==> src/rtl/control_state_sequencer.sv <==
// Control-state register and Moore strobe decode for the microprogrammed MIPS control unit.
// Optional feature: define ILLEGAL_TRAP_EN to trap unknown dispatch codes in state 126.
module control_state_sequencer #(
    parameter int STATE_W     = 7,
    parameter int MOC_TIMEOUT = 15,
    parameter int TO_W        = 4
) (
    input  logic               Clk,
    input  logic               Reset_n,
    input  logic [STATE_W-1:0] State_Sel,
    input  logic               MOC,
    input  logic               Cond,
    input  logic               Halt,
    output logic [STATE_W-1:0] State_Out,
    output logic               MAR_Ld,
    output logic               Mem_En,
    output logic               Mem_RW,
    output logic               IR_Ld,
    output logic               PC_Ld,
    output logic               RF_Ld,
    output logic               Bus_Err,
    output logic               Illegal_Op
);

    typedef enum logic [STATE_W-1:0] {
        S_RESET      = STATE_W'(0),
        S_FETCH_ADDR = STATE_W'(1),
        S_FETCH_RD   = STATE_W'(2),
        S_IR_LOAD    = STATE_W'(3),
        S_DECODE     = STATE_W'(4),
        S_ADDU       = STATE_W'(6),
        S_ST_ADDR    = STATE_W'(7),
        S_ST_WR      = STATE_W'(8),
        S_BEQ_CMP    = STATE_W'(11),
        S_BR_TAKE    = STATE_W'(12),
        S_LD_ADDR    = STATE_W'(13),
        S_LD_RD      = STATE_W'(14),
        S_LD_WB      = STATE_W'(15),
        S_SUBU       = STATE_W'(17),
        S_ADDIU      = STATE_W'(18),
        S_SLTU       = STATE_W'(19),
        S_SLTIU      = STATE_W'(20),
        S_CLO        = STATE_W'(21),
        S_CLZ        = STATE_W'(22),
        S_ILLEGAL    = STATE_W'(126),
        S_BUS_ERR    = STATE_W'(127)
    } state_t;

    state_t            state_q, state_d;
    logic [TO_W-1:0]   wd_q, wd_d;
    logic              wd_expired;

    always_ff @(posedge Clk) begin
        if (!Reset_n) begin
            state_q <= S_RESET;
            wd_q    <= '0;
        end else begin
            state_q <= state_d;
            wd_q    <= wd_d;
        end
    end

    assign wd_expired = (wd_q == TO_W'(MOC_TIMEOUT - 1));

    // The watchdog defaults to zero, so it is already clear on entry to any memory-wait state.
    always_comb begin
        state_d = state_q;
        wd_d    = '0;
        case (state_q)
            S_RESET:      state_d = S_FETCH_ADDR;
            S_FETCH_ADDR: begin
                if (!Halt) begin
                    state_d = S_FETCH_RD;
                end
            end
            S_FETCH_RD: begin
                if (MOC) begin
                    state_d = S_IR_LOAD;
                end else if (wd_expired) begin
                    state_d = S_BUS_ERR;
                end else begin
                    wd_d = wd_q + TO_W'(1);
                end
            end
            S_IR_LOAD:    state_d = S_DECODE;
            S_DECODE: begin
                case (State_Sel)
                    S_ADDU, S_SUBU, S_ADDIU, S_SLTU, S_SLTIU, S_CLO, S_CLZ,
                    S_ST_ADDR, S_BEQ_CMP, S_LD_ADDR: state_d = state_t'(State_Sel);
`ifdef ILLEGAL_TRAP_EN
                    default: state_d = S_ILLEGAL;
`else
                    // PC already advanced in IR_LOAD, so an unknown op behaves as a NOP.
                    default: state_d = S_FETCH_ADDR;
`endif
                endcase
            end
            S_ADDU, S_SUBU, S_ADDIU, S_SLTU, S_SLTIU, S_CLO, S_CLZ:
                          state_d = S_FETCH_ADDR;
            S_ST_ADDR:    state_d = S_ST_WR;
            S_ST_WR: begin
                if (MOC) begin
                    state_d = S_FETCH_ADDR;
                end else if (wd_expired) begin
                    state_d = S_BUS_ERR;
                end else begin
                    wd_d = wd_q + TO_W'(1);
                end
            end
            S_BEQ_CMP:    state_d = Cond ? S_BR_TAKE : S_FETCH_ADDR;
            S_BR_TAKE:    state_d = S_FETCH_ADDR;
            S_LD_ADDR:    state_d = S_LD_RD;
            S_LD_RD: begin
                if (MOC) begin
                    state_d = S_LD_WB;
                end else if (wd_expired) begin
                    state_d = S_BUS_ERR;
                end else begin
                    wd_d = wd_q + TO_W'(1);
                end
            end
            S_LD_WB:      state_d = S_FETCH_ADDR;
            S_BUS_ERR:    state_d = S_BUS_ERR;
`ifdef ILLEGAL_TRAP_EN
            S_ILLEGAL:    state_d = S_ILLEGAL;
`endif
            default:      state_d = S_FETCH_ADDR;
        endcase
    end

    always_comb begin
        MAR_Ld  = 1'b0;
        Mem_En  = 1'b0;
        Mem_RW  = 1'b0;
        IR_Ld   = 1'b0;
        PC_Ld   = 1'b0;
        RF_Ld   = 1'b0;
        Bus_Err = 1'b0;
        case (state_q)
            S_FETCH_ADDR, S_ST_ADDR, S_LD_ADDR: MAR_Ld = 1'b1;
            S_FETCH_RD, S_LD_RD: begin
                Mem_En = 1'b1;
                Mem_RW = 1'b1;
            end
            S_ST_WR:      Mem_En = 1'b1;
            S_IR_LOAD: begin
                IR_Ld = 1'b1;
                PC_Ld = 1'b1;
            end
            S_BR_TAKE:    PC_Ld = 1'b1;
            S_ADDU, S_SUBU, S_ADDIU, S_SLTU, S_SLTIU, S_CLO, S_CLZ, S_LD_WB:
                          RF_Ld = 1'b1;
            S_BUS_ERR:    Bus_Err = 1'b1;
            default: ;
        endcase
    end

`ifdef ILLEGAL_TRAP_EN
    assign Illegal_Op = (state_q == S_ILLEGAL);
`else
    assign Illegal_Op = 1'b0;
`endif

    assign State_Out = state_q;

    a_rw_needs_en: assert property (@(posedge Clk) Mem_RW |-> Mem_En);

endmodule
==> config.mk <==
export PLATFORM = sky130hd
export DESIGN_NAME = control_state_sequencer
export DESIGN_NICKNAME = d
export VERILOG_FILES = /design/src/rtl/control_state_sequencer.sv
export SDC_FILE = /design/constraint.sdc
export NUM_CORES = 1
export LEC_CHECK = 0
export ABC_AREA = 0
export CAP_MARGIN = 40
export CELL_PAD_IN_SITES_DETAIL_PLACEMENT = 2
export CELL_PAD_IN_SITES_GLOBAL_PLACEMENT = 2
export CORE_UTILIZATION = 36
export CTS_BUF_LIST = sky130_fd_sc_hd__clkbuf_16
export CTS_CLUSTER_SIZE = 28
export DETAILED_ROUTE_END_ITERATION = 8
export DONT_BUFFER_PORTS = 1
export GPL_TIMING_DRIVEN = 0
export PLACE_DENSITY_LB_ADDON = 0.2
export SYNTH_ARGS = -nofsm -noshare
export SYNTH_HDL_FRONTEND = slang
export SYNTH_SLANG_ARGS = --single-unit
export TNS_END_PERCENT = 20
==> constraint.sdc <==
create_clock -name Clk -period 3.05 [get_ports Clk]
set_clock_uncertainty 0.15 [all_clocks]
set_input_delay 0.7625 -clock Clk [delete_from_list [all_inputs] [get_ports Clk]]
set_output_delay 0.7625 -clock Clk [all_outputs]
set_load 0.01 [all_outputs]
==> impl_metrics.env, run 1 <==
export IMPL_status="completed"
export IMPL_layout_setup_ws_ps=286
export IMPL_postCtsSetupRepairBufs=0
export IMPL_dieWidth_um=54.2
export IMPL_nNetsFinal=155
export IMPL_cp_slowest_stage_delay_ps=430
export IMPL_p_total_mw=0.460
export IMPL_yosys_warnings=0
export IMPL_grt_usage_pct=25.0
export IMPL_cp_end_kind="output port"
export IMPL_critPathKind="flip-flop to output port"
export IMPL_mostFrequentLayoutCell="nor2_1"
export IMPL_hp_class="flip-flop to flip-flop"
export IMPL_powerDensity_nw_per_um2=419
export IMPL_final_cell_mix="19 x nor2_1, 11 x dfxtp_1, 11 x nand2_1"
export IMPL_synth_top_area_share_pct=22.4
export IMPL_crit_path_cell_trace="buf_2 -> clkbuf_1 -> nand3b_1 -> o21ai_0 -> and3_1"
export IMPL_cts_resized=0
export IMPL_initial_utilization_pct=38.9
export IMPL_ioPinCount=27
export IMPL_placementRows=18
export IMPL_dieArea_um2=2940
export IMPL_routed_wl_mm=3.43
export IMPL_fin_hold_ws_ps=334
export IMPL_grt_overflow_total=0
export IMPL_synth_cell_types=39
export IMPL_die_h_um=54.2
export IMPL_maxCapViolCount=0
export IMPL_portBuffers=0
export IMPL_dp_cells=166
export IMPL_synthCells=136
export IMPL_rrSetupSlack_ps=1020
export IMPL_slowest_stage="dfxtp_1"
export IMPL_dp_slack_ps=598
export IMPL_min_period_ps=2760
export IMPL_yosys_area_top_type="dfxtp_1"
export IMPL_antenna_found_initial=0
export IMPL_wire_per_inst_um=20.2
export IMPL_cts_hold_buf=0
export IMPL_vias=1064
export IMPL_areaGrowthSynthToFinish_pct=11.9
export IMPL_post_route_period_util_pct=90.6
export IMPL_leakage_nw=0.414
export IMPL_yosys_most_used_dff="dfxtp_1"
export IMPL_hold_viol_final=0
export IMPL_setup_violations=0
export IMPL_crit_path_start_kind="flip-flop"
export IMPL_clk_latency_ps=240
export IMPL_clock_sinks=11
export IMPL_setup_tns_ps=0
export IMPL_drive_gt1_share_pct=10.0
export IMPL_rsz0062_at_grt="false"
export IMPL_grt_max_degree=11
export IMPL_final_max_slew_violation_count=0
export IMPL_required_ps=2140
export IMPL_clkSlewWorstSetupHoldPaths_ps=40
export IMPL_clk_path_buf_depth=2
export IMPL_postPlaceCellArea_um2=1020
export IMPL_dp_hpwl_mm=2.49
export IMPL_grt_pass1_vias=1112
export IMPL_htree_levels=1
export IMPL_synthTopCellsByArea="dfxtp_1 22%, nor2_1 7.3%, nand4_1 5.1%, a21oi_1 4.6%, nand2_1 4.2%"
export IMPL_first_pass_iters=4
export IMPL_ys_seq_elements=11
export IMPL_cp_max_fo=10
export IMPL_grt_pass1_wl_mm=5.11
export IMPL_cts_tree="yes"
export IMPL_ir_drop_v=0.000412
export IMPL_final_util_pct=43.5
export IMPL_fmax_ghz=0.362
export IMPL_gp_congestion=0.833
export IMPL_final_cells=170
export IMPL_vias_per_cell=6.26
export IMPL_arrival_ps=1850
export IMPL_postLayoutCellArea_um2=1100
export IMPL_diodes=0
export IMPL_syn_cell_area_um2=981
export IMPL_syn_area_per_cell_um2=7.21
export IMPL_core_um2=2520
export IMPL_synthArstFlopShare_pct=0
export IMPL_clockRootBuffer="clkbuf_16"
export IMPL_syn_num_nets=150
export IMPL_cts_buffers=3
export IMPL_yosysSeqAreaShare_pct=22.4
export IMPL_drtIter0Drc=9
export IMPL_ant_nets=0
export IMPL_drc=0
export IMPL_synth_edff_count=0
==> final timing paths <==
path,from,cells after the start,end
hold / removal,wd_q[0]$_SDFF_PP0_,1,wd_q[0]$_SDFF_PP0_
setup reg to reg,State_Out[2]$_SDFFE_PN0P_,6,State_Out[1]$_SDFFE_PN0P_
setup / recovery,State_Out[1]$_SDFFE_PN0P_,5,MAR_Ld
hold reg to reg,wd_q[0]$_SDFF_PP0_,1,wd_q[0]$_SDFF_PP0_
==> registers in the layout (all words and copies together), names as in the netlist <==
name       flops
State_Out      7
wd_q           4
==> area by class of cell <==
cell class | count | area, um2
plain buffers | 10 | 50.0
clock buffers | 3 | 75.1
clock inverters | 1 | 3.75
fillers | 295 | 1430
inverters | 3 | 11.3
multi-input cells | 112 | 699
flip-flops and latches | 11 | 220
well taps | 30 | 37.5
==> critical path, delay by kind of cell (launching register included) <==
family	cells	cell delay (ps)
AO/OA/AOI/OAI	1	70
buffers and inverters	2	730
flip-flops	1	430
AND/OR/NAND/NOR	2	380
==> power breakdown <==
part	switching (mW)	internal, mW
sequential	0.00656	0.147
clock	0.0627	0.172
combinational	0.0443	0.0271
total	0.114	0.346
==> cell usage after synthesis (2+ instances only) <==
cell	instances
nor2_1	19
dfxtp_1	11
nand2_1	11
a21oi_1	9
nand3_1	8
nand4_1	8
o21ai_0	6
nor3_1	5
and3_1	4
buf_2	4
clkbuf_1	4
or3_1	4
inv_1	3
o22a_1	3
xnor2_1	3
xor2_1	3
a22o_1	2
a31oi_1	2
buf_4	2
ha_1	2
mux2i_1	2
nand3b_1	2
nand4b_1	2
o211ai_1	2
==> cells by family after synthesis <==
logic type / synth area share, %
AOI/OAI and AO/OA: 20.8
muxes: 2.04
and+or+nand+nor: 40.2
other: 0.382
buffers and inverters: 6.25
xor gates and xnor gates: 5.36
DFF: 22.4
adders and majority gates: 2.55
==> metal layers <==
layer	vias up	GRT usage (%)	routed length (um)
li1	509	-	-
met3	2	5.37	158
met1	523	26.8	1410
met5	-	0	0
met2	30	48.6	1840
met4	0	5.98	25
No activity file was read; power rests on OpenSTA's default activity.
==> run 2, diff against run 1 <==
GPL_TIMING_DRIVEN = unset   (was 0)
==> impl_metrics.env, run 2 (synthesis gave the netlist of run 1 again) <==
export IMPL_hold_viol_final=0
export IMPL_vias=1018
export IMPL_grt_pass1_vias=1087
export IMPL_vias_per_cell=6.21
export IMPL_postPlaceCellArea_um2=998
export IMPL_multi_input_area_um2=699
export IMPL_antenna_found_initial=0
export IMPL_placementRows=18
export IMPL_portBuffers=0
export IMPL_ant_nets=0
export IMPL_p_total_mw=0.466
export IMPL_cts_tree="yes"
export IMPL_initial_utilization_pct=38.9
export IMPL_first_pass_iters=4
export IMPL_mostFrequentLayoutCell="nor2_1"
export IMPL_final_max_slew_violation_count=0
export IMPL_cp_end_kind="output port"
export IMPL_dieArea_um2=2940
export IMPL_setup_tns_ps=0
export IMPL_cp_max_fo=15
export IMPL_fmax_ghz=0.381
export IMPL_nNetsFinal=149
export IMPL_die_h_um=54.2
export IMPL_seq_area_um2=220
export IMPL_hp_class="flip-flop to flip-flop"
export IMPL_wire_per_inst_um=19.8
export IMPL_largest_register_ffs=7
export IMPL_fin_hold_ws_ps=327
export IMPL_clock_sinks=11
export IMPL_core_um2=2520
export IMPL_areaGrowthSynthToFinish_pct=9.82
export IMPL_clk_path_buf_depth=2
export IMPL_routed_wl_mm=3.24
export IMPL_clk_latency_ps=240
export IMPL_grt_usage_pct=24.9
export IMPL_drtIter0Drc=9
export IMPL_worst_slew_pin_slew_ps=544
export IMPL_crit_path_start_kind="flip-flop"
export IMPL_grt_pass1_wl_mm=5.16
export IMPL_cts_resized=0
export IMPL_slowest_stage="dfxtp_1"
export IMPL_clkSlewWorstSetupHoldPaths_ps=50
export IMPL_cts_buffers=3
export IMPL_drc=0
export IMPL_wl_met3_um=100
export IMPL_leakage_nw=0.398
export IMPL_final_cell_mix="19 x nor2_1, 11 x dfxtp_1, 11 x nand2_1"
export IMPL_maxCapViolCount=0
export IMPL_gp_congestion=0.767
export IMPL_dieWidth_um=54.2
export IMPL_cp_slowest_stage_delay_ps=630
export IMPL_rsz0062_at_grt="false"
export IMPL_critPathKind="flip-flop to output port"
export IMPL_min_period_ps=2630
export IMPL_postCtsSetupRepairBufs=0
export IMPL_route_met2_wl_mm=1.71
export IMPL_status="completed"
export IMPL_layout_setup_ws_ps=423
export IMPL_ir_drop_v=0.000315
export IMPL_arrival_ps=1710
export IMPL_dp_hpwl_mm=2.36
export IMPL_grt_max_degree=16
export IMPL_htree_levels=1
export IMPL_cts_hold_buf=0
export IMPL_drive_gt1_share_pct=8.96
export IMPL_required_ps=2140
export IMPL_post_route_period_util_pct=86.1
export IMPL_clockRootBuffer="clkbuf_16"
export IMPL_crit_path_cell_trace="nand2_1 -> nor2_1 -> a31oi_1 -> o22a_1 -> nor3_1"
export IMPL_powerDensity_nw_per_um2=433
export IMPL_dp_slack_ps=684
export IMPL_ioPinCount=27
export IMPL_top_layer="met4"
export IMPL_setup_violations=0
export IMPL_m1WireLength_mm=1.40
export IMPL_slew_headroom_pct=63.7
export IMPL_diodes=0
export IMPL_nFillCells=287
export IMPL_postLayoutCellArea_um2=1080
export IMPL_grt_overflow_total=0
[run 2: per-layer routing]
metal	global-route usage (%)	vias to the layer above
li1	-	493
met1	27.8	495
met4	6.41	0
met3	2.54	6
met2	48.6	24
met5	0	-
[run 2: worst max-delay path: cells and delay by family, from the launching register on]
kind	cells	cell delay, ps
AO/OA/AOI/OAI	2	260
AND/OR/NAND/NOR	3	580
flip-flops	1	630
[run 2: power by group]
| part | internal, mW | switching [mW] |
|---|---|---|
| Combinational | 0.0273 | 0.0385 |
| Clock | 0.173 | 0.0724 |
| Sequential | 0.147 | 0.00808 |
[run 2: final timing paths]
check | start | end | slack, ps | depth (start not counted)
max | State_Out[2]$_SDFFE_PN0P_ | RF_Ld | 420 | 5
min | wd_q[0]$_SDFF_PP0_ | wd_q[0]$_SDFF_PP0_ | 330 | 1
max reg2reg | State_Out[1]$_SDFFE_PN0P_ | State_Out[4]$_SDFFE_PN0P_ | 1020 | 6
min reg2reg | wd_q[0]$_SDFF_PP0_ | wd_q[0]$_SDFF_PP0_ | 330 | 1
[run 2: cell type report]
type                            instances  area share (%)
Multi-Input combinational cell        112            64.9
Sequential cell                        11            20.4
Clock buffer                            3            6.97
Tap cell                               30            3.48
Timing Repair Buffer                    4            2.79
Inverter                                3            1.05
Clock inverter                          1           0.348
[run 2: per-stage QoR]
step                      util (%)  instances
after CTS                     42.7        164
after global placement        39.6        160
final                         42.7        164
after detailed placement      39.6        160
after global routing          42.7        164
after floorplan                  -        136
